<file path="config.mk">
export PLATFORM = sky130hd
export DESIGN_NAME = btn_event_debounce
export DESIGN_NICKNAME = d
export VERILOG_FILES = /design/src/rtl/btn_event_debounce.sv
export SDC_FILE = /design/constraint.sdc
export NUM_CORES = 1
export LEC_CHECK = 0
export CORE_MARGIN = 10
export CORE_UTILIZATION = 60
export DETAILED_ROUTE_END_ITERATION = 10
export PLACE_DENSITY = 0.86
export SLEW_MARGIN = 20
export SYNTH_ARGS = -nofsm -noshare
export SYNTH_HDL_FRONTEND = slang
export SYNTH_SLANG_ARGS = --single-unit
</file>
<file path="constraint.sdc">
create_clock -name i_clk -period 7.9 [get_ports i_clk]
set_clock_uncertainty 0.15 [all_clocks]
set_input_delay 1.58 -clock i_clk [delete_from_list [all_inputs] [get_ports i_clk]]
set_output_delay 1.58 -clock i_clk [all_outputs]
set_load 0.1 [all_outputs]
</file>
<file path="src/rtl/btn_event_debounce.sv">
// Pushbutton conditioner: two-flop synchroniser, per-bit debounce, and registered
// press/release event pulses with optional typematic auto-repeat on held buttons.
module btn_event_debounce #(
    parameter int NBTN         = 8,
    parameter int DEBOUNCE     = 500000,
    parameter int REPEAT_DELAY = 50000000,
    parameter int REPEAT_RATE  = 10000000
) (
    input  logic            i_clk,
    input  logic            i_areset_n,
    input  logic [NBTN-1:0] i_btn,
    input  logic            i_repeat_en,
    output logic [NBTN-1:0] o_btn,
    output logic [NBTN-1:0] o_press,
    output logic [NBTN-1:0] o_release,
    output logic            o_any
);

    localparam int DB_W    = (DEBOUNCE > 1) ? $clog2(DEBOUNCE + 1) : 1;
    localparam int RPT_MAX = (REPEAT_DELAY > REPEAT_RATE) ? REPEAT_DELAY : REPEAT_RATE;
    localparam int RPT_W   = $clog2(RPT_MAX + 1);

    localparam logic [DB_W-1:0]  DB_LAST   = DB_W'(DEBOUNCE - 1);
    localparam logic [RPT_W-1:0] DLY_LAST  = RPT_W'(REPEAT_DELAY - 1);
    localparam logic [RPT_W-1:0] RATE_LAST = RPT_W'(REPEAT_RATE - 1);

    typedef enum logic [1:0] {
        RPT_IDLE,
        RPT_DELAY,
        RPT_REPEAT
    } rpt_state_t;

    logic [NBTN-1:0] sync1_reg;
    logic [NBTN-1:0] sync2_reg;
    logic [NBTN-1:0] btn_reg;
    logic [NBTN-1:0] press_reg;
    logic [NBTN-1:0] release_reg;
    logic            any_reg;

    logic [NBTN-1:0] btn_next;
    logic [NBTN-1:0] press_next;
    logic [NBTN-1:0] release_next;

    always_ff @(posedge i_clk or negedge i_areset_n) begin
        if (!i_areset_n) begin
            sync1_reg   <= '0;
            sync2_reg   <= '0;
            btn_reg     <= '0;
            press_reg   <= '0;
            release_reg <= '0;
            any_reg     <= 1'b0;
        end else begin
            sync1_reg   <= i_btn;
            sync2_reg   <= sync1_reg;
            btn_reg     <= btn_next;
            press_reg   <= press_next;
            release_reg <= release_next;
            any_reg     <= |press_next;
        end
    end

    genvar gi;
    generate
        for (gi = 0; gi < NBTN; gi++) begin : g_btn
            logic [DB_W-1:0]  db_cnt_reg;
            logic [DB_W-1:0]  db_cnt_next;
            logic             level_next;
            logic             press_acc;
            logic             rel_acc;
            logic             rpt_pulse;
            rpt_state_t       state_reg;
            rpt_state_t       state_next;
            logic [RPT_W-1:0] rpt_cnt_reg;
            logic [RPT_W-1:0] rpt_cnt_next;

            always_ff @(posedge i_clk or negedge i_areset_n) begin
                if (!i_areset_n) begin
                    db_cnt_reg  <= '0;
                    state_reg   <= RPT_IDLE;
                    rpt_cnt_reg <= '0;
                end else begin
                    db_cnt_reg  <= db_cnt_next;
                    state_reg   <= state_next;
                    rpt_cnt_reg <= rpt_cnt_next;
                end
            end

            // Counter only advances while the synchronised pin disagrees with the
            // accepted level; it tops out at DEBOUNCE-1, so it can never wrap.
            always_comb begin
                db_cnt_next = '0;
                level_next  = btn_reg[gi];
                if (sync2_reg[gi] != btn_reg[gi]) begin
                    if (db_cnt_reg == DB_LAST) begin
                        level_next = ~btn_reg[gi];
                    end else begin
                        db_cnt_next = db_cnt_reg + 1'b1;
                    end
                end
                press_acc = level_next & ~btn_reg[gi];
                rel_acc   = ~level_next & btn_reg[gi];
            end

            // Release and disable both dominate, which also makes release win over
            // a repeat pulse due on the same edge.
            always_comb begin
                state_next   = state_reg;
                rpt_cnt_next = rpt_cnt_reg;
                rpt_pulse    = 1'b0;
                if (!i_repeat_en || rel_acc) begin
                    state_next   = RPT_IDLE;
                    rpt_cnt_next = '0;
                end else begin
                    case (state_reg)
                        RPT_IDLE: begin
                            rpt_cnt_next = '0;
                            if (press_acc) begin
                                state_next = RPT_DELAY;
                            end
                        end
                        RPT_DELAY: begin
                            if (rpt_cnt_reg == DLY_LAST) begin
                                rpt_pulse    = 1'b1;
                                state_next   = RPT_REPEAT;
                                rpt_cnt_next = '0;
                            end else begin
                                rpt_cnt_next = rpt_cnt_reg + 1'b1;
                            end
                        end
                        RPT_REPEAT: begin
                            if (rpt_cnt_reg == RATE_LAST) begin
                                rpt_pulse    = 1'b1;
                                rpt_cnt_next = '0;
                            end else begin
                                rpt_cnt_next = rpt_cnt_reg + 1'b1;
                            end
                        end
                        default: begin
                            state_next   = RPT_IDLE;
                            rpt_cnt_next = '0;
                        end
                    endcase
                end
            end

            assign btn_next[gi]     = level_next;
            assign press_next[gi]   = press_acc | rpt_pulse;
            assign release_next[gi] = rel_acc;
        end
    endgenerate

    assign o_btn     = btn_reg;
    assign o_press   = press_reg;
    assign o_release = release_reg;
    assign o_any     = any_reg;

endmodule

</file>
==> impl_metrics.tcl <==
set metrics [dict create \
    worst_ep_required_time_ns 6.17 \
    num_vias 15100 \
    wire_per_inst_um 15.4 \
    core_mm2 0.0336 \
    n_antenna_cell 0 \
    drt_pass_1_iters 5 \
    critPathMaxStageDelay_ns 1.20 \
    cell_type_contributing_the_most_total_cell_area_after_synthesis "dfrtp_1" \
    finalSetupViolations 0 \
    die_width_um 205 \
    min_path_type "reg -> reg" \
    drt.antenna.violating_nets 0 \
    worstHoldEndpoint "sync2_reg[0]" \
    whs_path_depth 0 \
    post_synth_fa_ha_maj_area_fraction_pct 2.99 \
    overflow 0 \
    syn2layout_area_growth_pct 11.3 \
    reg_to_reg_setup_timing_slack_ns 4.81 \
    grt_first_pass_wirelength_um 70300 \
    run_status "complete, no violations" \
    area_fraction_in_compound_gates_after_synthesis_pct 2.87 \
    critical_path.top_delay_family "buffers and inverters" \
    timing.max_slew.rel_slack_pct 26.5 \
    detailed_place_hpwl_um 27000 \
    syn_nets 2179 \
    syn-instance-count 2119 \
    hold_violations 0 \
    synth_top_cells_by_count "nor2_1, dfrtp_1, xor2_1" \
    hold_slack_ns 0.195 \
    detail_route.vias_per_cell 5.70 \
    clock_tree.root_cell "clkbuf_16" \
    via_count_of_the_first_global_routing_pass 15300 \
    synthSimpleGateAreaFrac_pct 26.5 \
    synthFlopType "dfrtp_1" \
    critical_path.endpoint_type "output port" \
    cts_buffers 44 \
    largest_register_ff_count 208 \
    post_synth.cell_area_avg_um2 9.68 \
    grt_antenna_before_repair 0 \
    power_density_mw_per_mm2 192 \
    synthesis_warnings 0 \
    netlist.area_leader.share_pct 50.9 \
    final-max-slew-violation-count 0 \
    cp-startpoint "o_btn[1]" \
    cpMaxStageDelayCell "clkdlybuf4s50_1" \
    setup-tns-final_ns 0 \
    achievable_freq_mhz 250 \
    worstHoldStart "sync1_reg[0]" \
    tightest_slew_ns 1.10 \
    synth_edf_count 0 \
    ys_seq_elements 417 \
    rr_worst_depth 6 \
    num_rows 67 \
    fin_crit_ns 3.99 \
    post_cts_buffers 0 \
    drt-initial-drc-count 985 \
    r2r-start "g_btn[4].db_cnt_reg[12]" \
    portbufs 35 \
    final.period_utilization_pct 50.5 \
    design_area_mm2 0.0228 \
    drive_above_1_share_pct 5.10 \
    worstPathCellList "clkdlybuf4s50_1" \
    gpl.final_weighted_congestion 0.857 \
    timing_worst_setup_path_type "reg -> out" \
    dieArea_mm2 0.0420 \
    synthXorXnorAreaFrac_pct 13.7 \
    clock_tree_from_tritoncts "done" \
    design.portCount 36 \
    rr_endpoint "g_btn[4].rpt_cnt_reg[21]" \
    rsz0062_at_grt "false" \
    drc 0 \
    grt_use_total_pct 19.4 \
    cts_resizes 0 \
    post-synth-top-count-cell "nor2_1" \
    power.static_leakage_nw 9.43 \
    layout.filler_cells 2399 \
    clock_latency_ns 0.54 \
    worstPathBufferInverterCount 1 \
    count_of_placed_standard_cells_in_the_final_layout_fillers_left_out 2646 \
    ir_worst_vdd_v 0.000181 \
    yosys-mux-area-fraction_pct 0.891 \
    die_y_um 205 \
    drt_wl_total_um 40800 \
    ff_latch_area_mm2 0.0104 \
    post_synth_main_area_contributors "dfrtp_1, nor2_1, xor2_1" \
    multi_input_area_mm2 0.00966 \
    critical_path.startpoint_type "register" \
    async_flop_share_pct 100 \
    numPlacedInstances 2568 \
    start_util_pct 61.0 \
    synth_top_family_by_area "simple AND/OR/NAND/NOR gates" \
    clock_sinks 417 \
    synth.cell_area_mm2 0.0205 \
    seq_total_area_yosys_pct 50.9 \
    maximum_number_of_pins_on_one_net_before_global_route_repair 170 \
    timing.max_cap.violations 0 \
    postCtsHoldBufs 0 \
    worst-endpoint-arrival_ns 2.26 \
    path_max_fanout 6 \
    synth.distinct_cells 69 \
    h-tree-depth 2 \
    clkSlewWorstSetupHoldPaths_ns 0.06 \
    net_total_in_the_final_layout 2228 \
    placed_area_mm2 0.0213 \
    clk_path_buf_depth 3 \
]
how the worst max path moves through the flow:
stage          cells past startpoint  slack (ns)                  endpoint
4_1_cts                            1        3.90                  o_btn[1]
5_1_grt                            1        3.85                  o_btn[6]
6_report                           1        3.91                  o_btn[1]
3_5_place_dp                       4        3.96  g_btn[5].rpt_cnt_reg[23]
2_1_floorplan                      6        4.98  g_btn[0].rpt_cnt_reg[16]
3_3_place_gp                       4        4.05  g_btn[5].rpt_cnt_reg[20]
final cells by class:
type / count / area share [%]
sequential: 417 / 45.7
multi-input combinational: 1592 / 42.3
clock buffer: 59 / 5.56
tap: 448 / 2.46
timing repair buffer: 42 / 1.91
inverter: 71 / 1.17
clock inverter: 17 / 0.823
stage by stage:
| stage | worst slack [ns] | util [%] | power, mW |
|---|---|---|---|
| after global placement | 4.05 | 63.4 | 2.34 |
| after CTS | 3.90 | 67.7 | 4.42 |
| after floorplan | 4.98 | - | 2.28 |
| after global routing | 3.85 | 67.9 | 4.52 |
| after detailed placement | 3.96 | 63.4 | 2.35 |
| final | 3.91 | 67.9 | 4.38 |
layer usage:
layer | up-vias | share of wire, % | GRT usage [%]
met2 | 288 | 50 | 33.1
met1 | 7447 | 44 | 25.2
met3 | 87 | 3.9 | 2.70
met4 | 0 | 2.5 | 6.33
li1 | 7267 | - | -
met5 | - | 0 | 0
cell usage in the layout (no fill, tap or decap), types with 34 or more instances in the layout:
| master | instances |
|---|---|
| clkdlybuf4s50_1 | 34 |
| xor2_1 | 181 |
| dfrtp_1 | 417 |
| clkbuf_16 | 45 |
| and3_1 | 63 |
| nand3_1 | 147 |
| nand2_1 | 166 |
| inv_1 | 71 |
| xnor2_1 | 139 |
| nor2_1 | 454 |
| nand4_1 | 73 |
| ha_1 | 49 |
kinds of logic (layout without fill, tap and decap cells):
| family | Yosys count | count (layout) |
|---|---|---|
| AND/OR/NAND/NOR | 1112 | 1112 |
| flip-flops | 417 | 417 |
| XOR/XNOR | 320 | 320 |
| buffers and inverters | 110 | 189 |
| AO/OA/AOI/OAI | 93 | 93 |
| adder cells (fa/ha/maj) | 49 | 49 |
| multiplexers | 18 | 18 |
power by group:
part           switching [mW]  total [mW]  internal [mW]
Sequential             0.0182        2.17           2.15
Clock                   0.818        2.07           1.25
Combinational          0.0931       0.134         0.0410
Total                   0.930        4.38           3.45
Power figures use the tool's default switching activity.
